[config.mk]
export PLATFORM = sky130hd
export DESIGN_NAME = multicycle_ctrl
export DESIGN_NICKNAME = d
export VERILOG_FILES = /design/src/rtl/multicycle_ctrl.sv
export SDC_FILE = /design/constraint.sdc
export NUM_CORES = 1
export LEC_CHECK = 0
export BUFFER_PORTS_ARGS = -buffer_cell sky130_fd_sc_hd__buf_2
export CAP_MARGIN = 25
export CORE_ASPECT_RATIO = 1.5
export CORE_UTILIZATION = 51
export DETAILED_ROUTE_END_ITERATION = 7
export PLACE_DENSITY = 0.8
export REMOVE_ABC_BUFFERS = 1
export SLEW_MARGIN = 20
export SYNTH_ARGS = -nofsm -noshare
export SYNTH_HDL_FRONTEND = slang
export SYNTH_SLANG_ARGS = --single-unit
[constraint.sdc]
create_clock -name clk -period 3.1 [get_ports clk]
set_input_delay 0.155 -clock clk [delete_from_list [all_inputs] [get_ports clk]]
set_output_delay 0.155 -clock clk [all_outputs]
set_load 0.005 [all_outputs]
[src/rtl/multicycle_ctrl.sv]
// Multi-cycle control sequencer for the RV64 datapath: decodes the returned opcode
// and walks each instruction through DECODE/EXEC/MEM/WB, driving datapath strobes.
module multicycle_ctrl #(
    parameter int unsigned RETIRE_W = 32
) (
    input  logic                clk,
    input  logic                reset,
    input  logic                start,
    input  logic                halt_req,
    input  logic [6:0]          opcode,
    output logic                alusrc,
    output logic                mem2reg,
    output logic                regwrite,
    output logic                memread,
    output logic                memwrite,
    output logic                branch,
    output logic                writepc,
    output logic                startpc,
    output logic [1:0]          aluop,
    output logic                halted,
    output logic                illegal,
    output logic                retire,
    output logic [RETIRE_W-1:0] retired_cnt,
    output logic [2:0]          state_dbg
);

    localparam logic [6:0] OP_R      = 7'b0110011;
    localparam logic [6:0] OP_IALU   = 7'b0010011;
    localparam logic [6:0] OP_LOAD   = 7'b0000011;
    localparam logic [6:0] OP_STORE  = 7'b0100011;
    localparam logic [6:0] OP_BRANCH = 7'b1100011;
    localparam logic [6:0] OP_SYS    = 7'b1110011;

    typedef enum logic [2:0] {
        S_IDLE   = 3'd0,
        S_INIT   = 3'd1,
        S_DECODE = 3'd2,
        S_EXEC   = 3'd3,
        S_MEM    = 3'd4,
        S_WB     = 3'd5,
        S_HALTED = 3'd6
    } state_e;

    typedef enum logic [2:0] {
        C_NONE   = 3'd0,
        C_R      = 3'd1,
        C_IALU   = 3'd2,
        C_LOAD   = 3'd3,
        C_STORE  = 3'd4,
        C_BRANCH = 3'd5,
        C_SYS    = 3'd6,
        C_ILL    = 3'd7
    } class_e;

    state_e                state_q, state_d;
    class_e                cls_q, cls_d;
    class_e                dec_cls;
    logic                  illegal_q, illegal_d;
    logic [RETIRE_W-1:0]   cnt_q, cnt_d;

    // Opcode classification; only consumed while in DECODE
    always_comb begin
        unique case (opcode)
            OP_R:      dec_cls = C_R;
            OP_IALU:   dec_cls = C_IALU;
            OP_LOAD:   dec_cls = C_LOAD;
            OP_STORE:  dec_cls = C_STORE;
            OP_BRANCH: dec_cls = C_BRANCH;
            OP_SYS:    dec_cls = C_SYS;
            default:   dec_cls = C_ILL;
        endcase
    end

    always_ff @(posedge clk or posedge reset) begin
        if (reset) begin
            state_q   <= S_IDLE;
            cls_q     <= C_NONE;
            illegal_q <= 1'b0;
            cnt_q     <= '0;
        end else begin
            state_q   <= state_d;
            cls_q     <= cls_d;
            illegal_q <= illegal_d;
            cnt_q     <= cnt_d;
        end
    end

    // Next state and strobes; strobes see only state_q and the latched class
    always_comb begin
        state_d   = state_q;
        cls_d     = cls_q;
        illegal_d = illegal_q;
        alusrc    = 1'b0;
        mem2reg   = 1'b0;
        regwrite  = 1'b0;
        memread   = 1'b0;
        memwrite  = 1'b0;
        branch    = 1'b0;
        writepc   = 1'b0;
        startpc   = 1'b0;
        aluop     = 2'b00;
        halted    = 1'b0;

        if (state_q == S_EXEC || state_q == S_MEM || state_q == S_WB) begin
            alusrc = (cls_q == C_IALU) || (cls_q == C_LOAD) || (cls_q == C_STORE);
            if (cls_q == C_BRANCH)
                aluop = 2'b01;
            else if (cls_q == C_R || cls_q == C_IALU)
                aluop = 2'b10;
        end

        unique case (state_q)
            S_IDLE: begin
                if (start)
                    state_d = S_INIT;
            end
            S_INIT: begin
                startpc = 1'b1;
                writepc = 1'b1;
                state_d = S_DECODE;
            end
            S_DECODE: begin
                cls_d = dec_cls;
                if (dec_cls == C_ILL)
                    illegal_d = 1'b1;
                if (halt_req || dec_cls == C_ILL || dec_cls == C_SYS)
                    state_d = S_HALTED;
                else
                    state_d = S_EXEC;
            end
            S_EXEC: begin
                if (cls_q == C_BRANCH) begin
                    branch  = 1'b1;
                    writepc = 1'b1;
                    state_d = S_DECODE;
                end else if (cls_q == C_LOAD || cls_q == C_STORE) begin
                    state_d = S_MEM;
                end else begin
                    state_d = S_WB;
                end
            end
            S_MEM: begin
                if (cls_q == C_LOAD) begin
                    memread = 1'b1;
                    state_d = S_WB;
                end else begin
                    memwrite = (cls_q == C_STORE);
                    writepc  = (cls_q == C_STORE);
                    state_d  = S_DECODE;
                end
            end
            S_WB: begin
                regwrite = 1'b1;
                writepc  = 1'b1;
                if (cls_q == C_LOAD) begin
                    mem2reg = 1'b1;
                    memread = 1'b1;
                end
                state_d = S_DECODE;
            end
            S_HALTED: begin
                halted = 1'b1;
                if (start) begin
                    state_d   = S_DECODE;
                    illegal_d = 1'b0;
                end
            end
            default: state_d = S_IDLE;
        endcase
    end

    // Retire is the final writepc cycle of an instruction (INIT's PC load excluded)
    always_comb begin
        retire = writepc && (state_q != S_INIT);
        cnt_d  = retire ? cnt_q + RETIRE_W'(1) : cnt_q;
    end

    assign illegal     = illegal_q;
    assign retired_cnt = cnt_q;
    assign state_dbg   = 3'(state_q);

endmodule

# After elaboration in Yosys (flattened, before gate mapping)
# Cells that the tools add are included.
# totals
register_bits	39
in_bits	11
output_inout_bits	48
# classes
addsub	1
eq_ne	23
n_mux	26
n_reduce_logical	15
# ops
op	count
3-bit one-hot mux with 6 select lines	2
32-bit by 1-bit adder with 32-bit output, second input constant	1
3-bit == test, second input constant	7
3-bit 2-to-1 mux	5
7-bit by 6-bit == test with 1-bit output, second input constant	2
7-bit == test, second input constant	2
1-bit 2-to-1 mux	14
3-bit by 2-bit == test with 1-bit output, second input constant	4
1-bit logical OR	8
7-bit by 2-bit == test with 1-bit output, second input constant	1
7-bit by 5-bit == test with 1-bit output, second input constant	1
3-bit by 1-bit == test with 1-bit output, second input constant	2
2-bit 2-to-1 mux	3
2-bit != test, second input constant	3
2-bit OR reduction	2
3-bit logical NOT	1
3-bit by 1-bit != test with 1-bit output, second input constant	1
1-bit one-hot mux with 3 select lines	1
3-bit AND reduction	1
1-bit one-hot mux with 2 select lines	1
2-bit AND reduction	1
2-bit nonzero test	1
1-bit logical AND	1

# Longest topological paths before layout
# Gate-level depths: netlist of the first run.
# logic_depth
ltp_word	7
depth_mapped	7
ltp_nobuf	5

# Worst setup path before layout of the first run
# OpenSTA, ideal clock, no wires.
# synth_path
path_kind	reg-to-reg
start	register cls_q[1]
end	register cnt_q[14], in the netlist retired_cnt[14]
t_arrival_ns	2.038
slack_ns	0.937
path_stages_with_launch	8
path_buffers	2
cell_sequence	dfrtp_1 buf_6 or3b_4 a21o_1 a211o_1 buf_6 or3_4 xnor2_2
# synth_between
elab_chain_len	4
word_cells_on_any_way	7
# synth_lines
element	line_no	rtl
start, declared	56	class_e cls_q, cls_d;
start signal, assigned	82	cls_q <= cls_d;
3-bit == test, or another cell as far along	148	writepc = (cls_q == C_STORE);
1-bit 2-to-1 mux, on equally long branches	143, 132	
1-bit one-hot mux with 3 select lines *	112	unique case (state_q)
1-bit logical AND *	174	retire = writepc && (state_q != S_INIT);
end signal, assigned	84	cnt_q <= cnt_d;
end, declared	59	logic [RETIRE_W-1:0] cnt_q, cnt_d;
# Every way passes the cells marked *; elsewhere a longest branch is shown, timed or not.
# A chain may end at the register's enable or synchronous reset.

# Worst setup path after layout of the first run
# Same ends and word-level chain as after synthesis.

==> report_table.html, run 1 <==
<table>
<tr><th>Metric</th><th>Value</th></tr>
<tr><th colspan="2">Drt</th></tr>
<tr><td>Per-cell via count in the routed design</td><td>5.62</td></tr>
<tr><td>Post-route antenna net violation count</td><td>0</td></tr>
<tr><td>Final WL</td><td>4.50 mm</td></tr>
<tr><td>DRT Pass-1 Iters</td><td>4</td></tr>
<tr><td># DRC</td><td>0</td></tr>
<tr><td>Routed length per instance</td><td>14.3 um</td></tr>
<tr><td>Number of vias in the routed layout</td><td>1764</td></tr>
<tr><td>Initial detailed-routing violation count</td><td>46</td></tr>
<tr><th colspan="2">Global routing</th></tr>
<tr><td>Number of antenna violations at the first check in global routing</td><td>0</td></tr>
<tr><td>Overall track demand over capacity in global routing</td><td>0.243</td></tr>
<tr><td>Global-route wire length before repair</td><td>7.63 mm</td></tr>
<tr><td>Pin count of the biggest net entering global routing</td><td>23</td></tr>
<tr><td>Vias in the first global route</td><td>1738</td></tr>
<tr><td>Total gr overflow</td><td>0</td></tr>
<tr><th colspan="2">Critical path</th></tr>
<tr><td>Capture point of the worst reg-to-reg path</td><td>retired_cnt[14]$_DFFE_PP0P_</td></tr>
<tr><td>Reg2Reg Depth</td><td>5</td></tr>
<tr><td>Master of the slowest instance on the critical path</td><td>sky130_fd_sc_hd__dfrtp_1</td></tr>
<tr><td>Worst setup path end</td><td>retired_cnt[14]$_DFFE_PP0P_</td></tr>
<tr><td>Category of the worst setup path launch point</td><td>flip-flop</td></tr>
<tr><td>Worst Setup End Kind</td><td>flip-flop</td></tr>
<tr><td>Arrival @ worst endpoint</td><td>2.45 ns</td></tr>
<tr><td>Sequence of cells on the critical path</td><td>or3b_4 -&gt; a21o_1 -&gt; a211o_1 -&gt; or3_4 -&gt; xnor2_2</td></tr>
<tr><td>CP Data Required Time</td><td>3.28 ns</td></tr>
<tr><td>Type of the worst setup path</td><td>reg2reg</td></tr>
<tr><td>Launch point of the critical path</td><td>cls_q[1]$_DFFE_PP0P_</td></tr>
<tr><td>Largest incremental delay on the critical path</td><td>0.47 ns</td></tr>
<tr><td>R2R setup slack</td><td>0.83 ns</td></tr>
<tr><td>Reg2reg start</td><td>cls_q[1]$_DFFE_PP0P_</td></tr>
<tr><td>Highest fanout seen on the critical path</td><td>8</td></tr>
<tr><th colspan="2">Layout</th></tr>
<tr><td>Area grow syn2layout</td><td>22.4%</td></tr>
<tr><td>Layout cells sized above 1</td><td>0.266</td></tr>
<tr><td>Commonest cells after routing, fill and taps aside</td><td>sky130_fd_sc_hd__buf_2 (58), sky130_fd_sc_hd__dfrtp_1 (39), sky130_fd_sc_hd__nand2_1 (19)</td></tr>
<tr><td>Design Area, Final</td><td>0.00251 sq mm</td></tr>
<tr><td>NumNets Final</td><td>282</td></tr>
<tr><td># diodes</td><td>0</td></tr>
<tr><td>Filler cells</td><td>315</td></tr>
<tr><td>Most frequent standard cell in the layout excluding fill and tap cells</td><td>sky130_fd_sc_hd__buf_2</td></tr>
<tr><th colspan="2">Power</th></tr>
<tr><td>Switching power as a share of total power</td><td>0.270</td></tr>
<tr><td>Internal Power</td><td>0.000972 W</td></tr>
<tr><td>Maximum vdd ir drop</td><td>0.000615 V</td></tr>
<tr><td>Clk pwr share</td><td>0.374</td></tr>
<tr><td>Proportion of power drawn by flip-flops and latches</td><td>0.455</td></tr>
<tr><td>Logic gate share of total power</td><td>0.170</td></tr>
<tr><td>Leakage power summed over all cells</td><td>1.28 nW</td></tr>
<tr><td>Net Sw Power</td><td>0.000359 W</td></tr>
<tr><td>Cell Pwr Density</td><td>530 mW/mm^2</td></tr>
<tr><th colspan="2">Place</th></tr>
<tr><td># port buffers</td><td>58</td></tr>
<tr><td>Cell area after placement</td><td>0.00237 sq mm</td></tr>
<tr><td>Final HPWL from detailed placement</td><td>3.36 mm</td></tr>
<tr><td>Routability Congestion</td><td>0.863</td></tr>
<tr><th colspan="2">STA</th></tr>
<tr><td>Shortest clock period the worst path allows after layout</td><td>2.27 ns</td></tr>
<tr><td>Period utilisation layout</td><td>0.733</td></tr>
<tr><td>Maximum operating frequency</td><td>440 MHz</td></tr>
<tr><td>Unrepaired setup endpoints after global routing</td><td>false</td></tr>
<tr><td># setup viols final</td><td>0</td></tr>
<tr><td>Slew at the pin closest to its max-slew limit</td><td>0.693 ns</td></tr>
<tr><td>Headroom to the max-slew limit</td><td>0.537</td></tr>
<tr><td>Max Transition Viols Final</td><td>0</td></tr>
<tr><td>Hold violation total from the final report</td><td>0</td></tr>
<tr><td>Setup clock skew after layout</td><td>0.00993 ns</td></tr>
<tr><td>Post-Route Setup TNS</td><td>0 ns</td></tr>
<tr><th colspan="2">Yosys</th></tr>
<tr><td>Number of distinct library cells after synthesis</td><td>39</td></tr>
<tr><td>Sequential share of the synthesized area</td><td>0.476</td></tr>
<tr><td>Largest area contributor in the synthesized netlist</td><td>sky130_fd_sc_hd__dfrtp_1</td></tr>
<tr><td>Number of standard cells after synthesis</td><td>208</td></tr>
<tr><td>Post-synthesis area per instance</td><td>9.86 sq um</td></tr>
<tr><td>Post-synthesis sequential element count</td><td>39</td></tr>
<tr><td>Yosys top cell area share</td><td>0.476</td></tr>
<tr><td>Leading cell types by total area after synthesis</td><td>sky130_fd_sc_hd__dfrtp_1 (48%), sky130_fd_sc_hd__xnor2_1 (7.7%), sky130_fd_sc_hd__xor2_1 (5.6%)</td></tr>
<tr><td>Synthesis warning total</td><td>0</td></tr>
<tr><td>Mapped cell area</td><td>0.00205 sq mm</td></tr>
<tr><th colspan="2">Clock tree</th></tr>
<tr><td>Number of CTS-inserted buffers</td><td>5</td></tr>
<tr><td>Clock Tree Buf Depth</td><td>2</td></tr>
<tr><td>TritonCTS clock tree</td><td>built</td></tr>
<tr><td>Clock Pin Slew Worst Setup and Hold Paths</td><td>0.08 ns</td></tr>
<tr><td>H-Tree Level Count</td><td>2</td></tr>
<tr><td># resized after CTS</td><td>0</td></tr>
<tr><td>Post-CTS Setup Bufs</td><td>0</td></tr>
<tr><td>CTS sink cnt</td><td>39</td></tr>
<tr><td>Clk_lat worst skew</td><td>0.29 ns</td></tr>
<tr><td>Total of hold buffers inserted after clock tree synthesis</td><td>1</td></tr>
<tr><td>Clock root buffer</td><td>sky130_fd_sc_hd__clkbuf_8</td></tr>
<tr><th colspan="2">Status</th></tr>
<tr><td>Outcome</td><td>finished, final reports clean</td></tr>
<tr><th colspan="2">Job</th></tr>
<tr><td>Max_cap viols</td><td>0</td></tr>
<tr><th colspan="2">Floorplan</th></tr>
<tr><td>I/O pin cnt</td><td>59</td></tr>
<tr><td>Standard-cell row count</td><td>27</td></tr>
<tr><td>Die extent in x</td><td>53.8 um</td></tr>
<tr><td>Die area</td><td>0.00428 sq mm</td></tr>
<tr><td>Starting utilization of the core area</td><td>0.547</td></tr>
<tr><td>Placeable core region</td><td>0.00375 sq mm</td></tr>
<tr><td>Chip Height</td><td>79.7 um</td></tr>
<tr><th colspan="2">Min path</th></tr>
<tr><td>Worst Min Path Start</td><td>opcode[5]</td></tr>
<tr><td>Path class of the lowest-slack min-delay path</td><td>in2reg</td></tr>
</table>
==> worst max-delay path, delay by kind of cell, from the launching register on <==
kind                      cells  cell delay [ns]
AOI/OAI and AO/OA             2             0.69
xor gates and xnor gates      1             0.14
DFF                           1             0.47
and+or+nand+nor               2             0.85
==> through the flow <==
step           hold slack [ns]  cells  worst slack, ns  utilization  total power (W)
5_1_grt                  0.110    314            0.693        0.669          0.00141
3_3_place_gp             0.284    305            0.918        0.631         0.000838
2_1_floorplan            0.251    203            0.990            -         0.000752
3_5_place_dp             0.291    305            0.854        0.631         0.000841
6_report                0.0899    314            0.829        0.669          0.00133
4_1_cts                 0.0878    314            0.836        0.669          0.00134
==> area by class of cell <==
type / instances / area [sq um] / share of cell area
multi-input cells: 158 / 1020 / 0.405
flip-flops and latches: 39 / 976 / 0.389
repair buffers: 60 / 308 / 0.123
clock buffers: 6 / 72.6 / 0.0289
clock inverters: 2 / 60.1 / 0.0239
well taps: 43 / 53.8 / 0.0214
inverters: 6 / 22.5 / 0.00897
==> logic make-up (layout without fill, tap and decap cells) <==
group / Yosys count / count (layout) / share of synthesized area
and+or+nand+nor: 97 / 97 / 0.250
adders and majority gates: 1 / 1 / 0.00610
DFF: 39 / 39 / 0.476
buffers and inverters: 11 / 74 / 0.0281
AOI/OAI and AO/OA: 27 / 27 / 0.0946
muxes: 1 / 1 / 0.00549
xor gates and xnor gates: 32 / 32 / 0.140
==> power groups by stage <==
stage | Combinational (W) | Clock [W] | Sequential (W)
after floorplan | 0.000146 | 0 | 0.000606
after global placement | 0.000226 | 0 | 0.000612
after detailed placement | 0.000227 | 0 | 0.000614
after CTS | 0.000230 | 0.000505 | 0.000603
after global routing | 0.000257 | 0.000535 | 0.000615
final | 0.000227 | 0.000498 | 0.000606
==> synth_stat cells, drive strengths merged <==
cell,count
a2111oi,2
a211o,1
a211oi,3
a21bo,1
a21boi,1
a21o,3
a21oi,6
a31oi,3
and3,7
and3b,1
and4,5
buf,3
clkbuf,2
dfrtp,39
ha,1
inv,6
mux2,1
nand2,19
nand2b,5
nand3,17
nand3b,1
nand4,8
nor2,17
nor2b,1
nor3,10
nor4,3
nor4b,1
o2111a,1
o211ai,1
o21ai,3
o311ai,1
o31ai,1
or3,1
or3b,1
xnor2,19
xor2,13
==> flip-flops by register name (all words and copies together), names as in the netlist <==
name / cells
illegal: 1
state_dbg: 3
cls_q: 3
retired_cnt: 32
==> worst min path at each step <==
stage | end | slack [ns] | depth (start not counted)
floorplan | cls_q[1]$_DFFE_PP0P_ | 0.25 | 1
global placement | retired_cnt[0]$_DFFE_PP0P_ | 0.28 | 2
detailed placement | retired_cnt[0]$_DFFE_PP0P_ | 0.29 | 2
CTS | cls_q[1]$_DFFE_PP0P_ | 0.09 | 2
global route | cls_q[1]$_DFFE_PP0P_ | 0.11 | 2
finish | cls_q[1]$_DFFE_PP0P_ | 0.09 | 2
==> metal layers <==
layer  vias to the layer above  share of wire  track usage
li1                        868              -            -
met1                       828           0.40        0.279
met2                        58           0.54        0.410
met3                        10          0.038       0.0495
met4                         0          0.022        0.121
met5                         -              0            0
No activity file was read; power rests on OpenSTA's default activity.
==> run 2, diff against run 1 <==
Clock period 3.1 ns to 2.2 ns, I/O delays scaled along.
==> report_table.html, run 2 (synthesis gave the netlist of run 1 again) <==
<table>
<tr><th>Metric</th><th>Value</th></tr>
<tr><th colspan="2">Floorplan</th></tr>
<tr><td>Placeable core region</td><td>0.00375 sq mm (unchanged)</td></tr>
<tr><td>I/O pin cnt</td><td>59 (unchanged)</td></tr>
<tr><td>Chip Height</td><td>79.7 um (unchanged)</td></tr>
<tr><td>Starting utilization of the core area</td><td>0.547 (unchanged)</td></tr>
<tr><td>Die area</td><td>0.00428 sq mm (unchanged)</td></tr>
<tr><td>Standard-cell row count</td><td>27 (unchanged)</td></tr>
<tr><td>Die extent in x</td><td>53.8 um (unchanged)</td></tr>
<tr><th colspan="2">Critical path</th></tr>
<tr><td>Arrival @ worst endpoint</td><td>2.29 ns (-0.16 ns)</td></tr>
<tr><td>Capture point of the worst reg-to-reg path</td><td>retired_cnt[14]$_DFFE_PP0P_</td></tr>
<tr><td>Highest fanout seen on the critical path</td><td>8 (unchanged)</td></tr>
<tr><td>Type of the worst setup path</td><td>reg2reg</td></tr>
<tr><td>R2R setup slack</td><td>0.08 ns (-0.75 ns)</td></tr>
<tr><td>Reg2reg start</td><td>cls_q[0]$_DFFE_PP0P_</td></tr>
<tr><td>CP Data Required Time</td><td>2.38 ns (-0.90 ns)</td></tr>
<tr><td>Worst Setup End Kind</td><td>flip-flop</td></tr>
<tr><td>Reg2Reg Depth</td><td>5 (unchanged)</td></tr>
<tr><td>Category of the worst setup path launch point</td><td>flip-flop</td></tr>
<tr><th colspan="2">STA</th></tr>
<tr><td>Period utilisation layout</td><td>0.963 (+0.231)</td></tr>
<tr><td>Setup clock skew after layout</td><td>0.00783 ns (-0.00210 ns)</td></tr>
<tr><td>Hold violation total from the final report</td><td>0 (unchanged)</td></tr>
<tr><td>Max Transition Viols Final</td><td>0 (unchanged)</td></tr>
<tr><td>Maximum operating frequency</td><td>472 MHz (+7.1%)</td></tr>
<tr><td>Unrepaired setup endpoints after global routing</td><td>true</td></tr>
<tr><td>Headroom to the max-slew limit</td><td>0.644 (+0.106)</td></tr>
<tr><td>Slew at the pin closest to its max-slew limit</td><td>0.527 ns (-0.166 ns)</td></tr>
<tr><td>Post-Route Setup TNS</td><td>0 ns (unchanged)</td></tr>
<tr><td>Shortest clock period the worst path allows after layout</td><td>2.12 ns (-0.151 ns)</td></tr>
<tr><td>Hold slack</td><td>0.0565 ns (-0.0334 ns)</td></tr>
<tr><td># setup viols final</td><td>0 (unchanged)</td></tr>
<tr><th colspan="2">Drt</th></tr>
<tr><td>Routed length per instance</td><td>13.9 um (-2.9%)</td></tr>
<tr><td>Number of vias in the routed layout</td><td>1806 (+2.4%)</td></tr>
<tr><td># DRC</td><td>0 (unchanged)</td></tr>
<tr><td>Post-route antenna net violation count</td><td>0 (unchanged)</td></tr>
<tr><td>Final WL</td><td>4.52 mm (+0.47%)</td></tr>
<tr><td>DRT Pass-1 Iters</td><td>4 (unchanged)</td></tr>
<tr><td>Per-cell via count in the routed design</td><td>5.56 (-1.1%)</td></tr>
<tr><td>Initial detailed-routing violation count</td><td>49 (+6.5%)</td></tr>
<tr><th colspan="2">Global routing</th></tr>
<tr><td>Vias in the first global route</td><td>1680 (-3.3%)</td></tr>
<tr><td>Global-route wire length before repair</td><td>7.45 mm (-2.4%)</td></tr>
<tr><td>Number of antenna violations at the first check in global routing</td><td>0 (unchanged)</td></tr>
<tr><td>Pin count of the biggest net entering global routing</td><td>40 (+74%)</td></tr>
<tr><td>Total gr overflow</td><td>0 (unchanged)</td></tr>
<tr><td>Overall track demand over capacity in global routing</td><td>0.236 (-0.00693)</td></tr>
<tr><th colspan="2">Layout</th></tr>
<tr><td>Area grow syn2layout</td><td>25.7%</td></tr>
<tr><td># diodes</td><td>0 (unchanged)</td></tr>
<tr><td>Max reg flops</td><td>32 (unchanged)</td></tr>
<tr><td>Most frequent standard cell in the layout excluding fill and tap cells</td><td>sky130_fd_sc_hd__buf_2</td></tr>
<tr><td>Design Area, Final</td><td>0.00258 sq mm (+2.7%)</td></tr>
<tr><td>Non-filler instance count after layout</td><td>325 (+3.5%)</td></tr>
<tr><td>NumNets Final</td><td>293 (+3.9%)</td></tr>
<tr><td>Commonest cells after routing, fill and taps aside</td><td>sky130_fd_sc_hd__buf_2 (58), sky130_fd_sc_hd__dfrtp_1 (39), sky130_fd_sc_hd__nand2_1 (19)</td></tr>
<tr><td>Layout cells sized above 1</td><td>0.298 (+0.0322)</td></tr>
<tr><th colspan="2">Power</th></tr>
<tr><td>Cell Pwr Density</td><td>707 mW/mm^2 (+33%)</td></tr>
<tr><td>Leakage power summed over all cells</td><td>1.33 nW (+3.6%)</td></tr>
<tr><td>Total Power Consumption</td><td>0.00182 W (+37%)</td></tr>
<tr><td>Maximum vdd ir drop</td><td>0.000569 V (-7.5%)</td></tr>
<tr><th colspan="2">Job</th></tr>
<tr><td>Max_cap viols</td><td>0 (unchanged)</td></tr>
<tr><th colspan="2">Clock tree</th></tr>
<tr><td>Clock root buffer</td><td>sky130_fd_sc_hd__clkbuf_8</td></tr>
<tr><td>Clock Pin Slew Worst Setup and Hold Paths</td><td>0.07 ns (about the same)</td></tr>
<tr><td>Post-CTS Setup Bufs</td><td>0 (unchanged)</td></tr>
<tr><td>CTS sink cnt</td><td>39 (unchanged)</td></tr>
<tr><td>Clock Tree Buf Depth</td><td>2 (unchanged)</td></tr>
<tr><td>H-Tree Level Count</td><td>2 (unchanged)</td></tr>
<tr><td>Number of CTS-inserted buffers</td><td>5 (unchanged)</td></tr>
<tr><td>Clk_lat worst skew</td><td>0.29 ns (about the same)</td></tr>
<tr><td>TritonCTS clock tree</td><td>built</td></tr>
<tr><th colspan="2">Status</th></tr>
<tr><td>Outcome</td><td>finished, final reports clean</td></tr>
<tr><th colspan="2">Place</th></tr>
<tr><td>Final HPWL from detailed placement</td><td>3.41 mm (+1.4%)</td></tr>
<tr><td># port buffers</td><td>58 (unchanged)</td></tr>
<tr><td>Post-placement cell count</td><td>316 (+3.6%)</td></tr>
<tr><td>Cell area after placement</td><td>0.00245 sq mm (+3.5%)</td></tr>
<tr><td>Routability Congestion</td><td>0.850 (-1.5%)</td></tr>
<tr><th colspan="2">Min path</th></tr>
<tr><td>Path class of the lowest-slack min-delay path</td><td>in2reg</td></tr>
<tr><td>Number of cells traversed by the worst hold path</td><td>2 (unchanged)</td></tr>
<tr><td>WHS Endpoint</td><td>cls_q[1]$_DFFE_PP0P_</td></tr>
<tr><td>Worst Min Path Start</td><td>opcode[5]</td></tr>
</table>
==> run 2: where the power goes <==
group          total (W)  switching (W)  internal [W]
Combinational   0.000409       0.000222      0.000187
Sequential      0.000807      0.0000420      0.000765
Clock           0.000607       0.000240      0.000367
==> run 2: layout make-up <==
cell class	count	area, sq um
multi-input cells	158	1020
clock inverters	2	35.0
flip-flops and latches	39	976
repair buffers	71	390
inverters	6	22.5
well taps	43	53.8
fillers	317	1170
clock buffers	6	82.6
==> run 2: how the worst max path moves through the flow <==
stage / slack (ns) / to / startpoint / cells after the start
global route: -0.01 / retired_cnt[25]$_DFFE_PP0P_ / cls_q[0]$_DFFE_PP0P_ / 5
finish: 0.08 / retired_cnt[14]$_DFFE_PP0P_ / cls_q[0]$_DFFE_PP0P_ / 5
floorplan: 0.09 / retired_cnt[14]$_DFFE_PP0P_ / cls_q[0]$_DFFE_PP0P_ / 5
detailed placement: 0.09 / retired_cnt[14]$_DFFE_PP0P_ / cls_q[0]$_DFFE_PP0P_ / 5
CTS: 0.08 / retired_cnt[14]$_DFFE_PP0P_ / cls_q[0]$_DFFE_PP0P_ / 5
global placement: 0.11 / retired_cnt[14]$_DFFE_PP0P_ / cls_q[0]$_DFFE_PP0P_ / 5
==> run 2: stage by stage <==
stage / util / setup WS (ns)
finish: 0.687 / 0.0804
global route: 0.687 / -0.0104
CTS: 0.687 / 0.0805
detailed placement: 0.653 / 0.0907
global placement: 0.653 / 0.113
floorplan: - / 0.0905
==> run 2: timing repair <==
action / CTS / global route
endpoints found under the setup margin: 0 / 1
endpoints found under the hold margin: 39 / 0
resized for setup: 0 / 0
hold buffers: 1 / 0
==> run 2: critical path, stage by stage, from the launching register on <==
cell and delay [ns]:
sky130_fd_sc_hd__dfrtp_1 0.37, sky130_fd_sc_hd__or3b_4 0.40, sky130_fd_sc_hd__a21o_1 0.25, sky130_fd_sc_hd__a211o_1 0.43, sky130_fd_sc_hd__or3_4 0.43, sky130_fd_sc_hd__xnor2_2 0.13
==> run 2: per-layer routing <==
metal / GRT usage / up-vias / wire, um
met2: 0.400 / 53 / 2380
met5: 0 / - / 0
li1: - / 888 / -
met3: 0.0476 / 8 / 188
met1: 0.278 / 857 / 1860
met4: 0.100 / 0 / 95
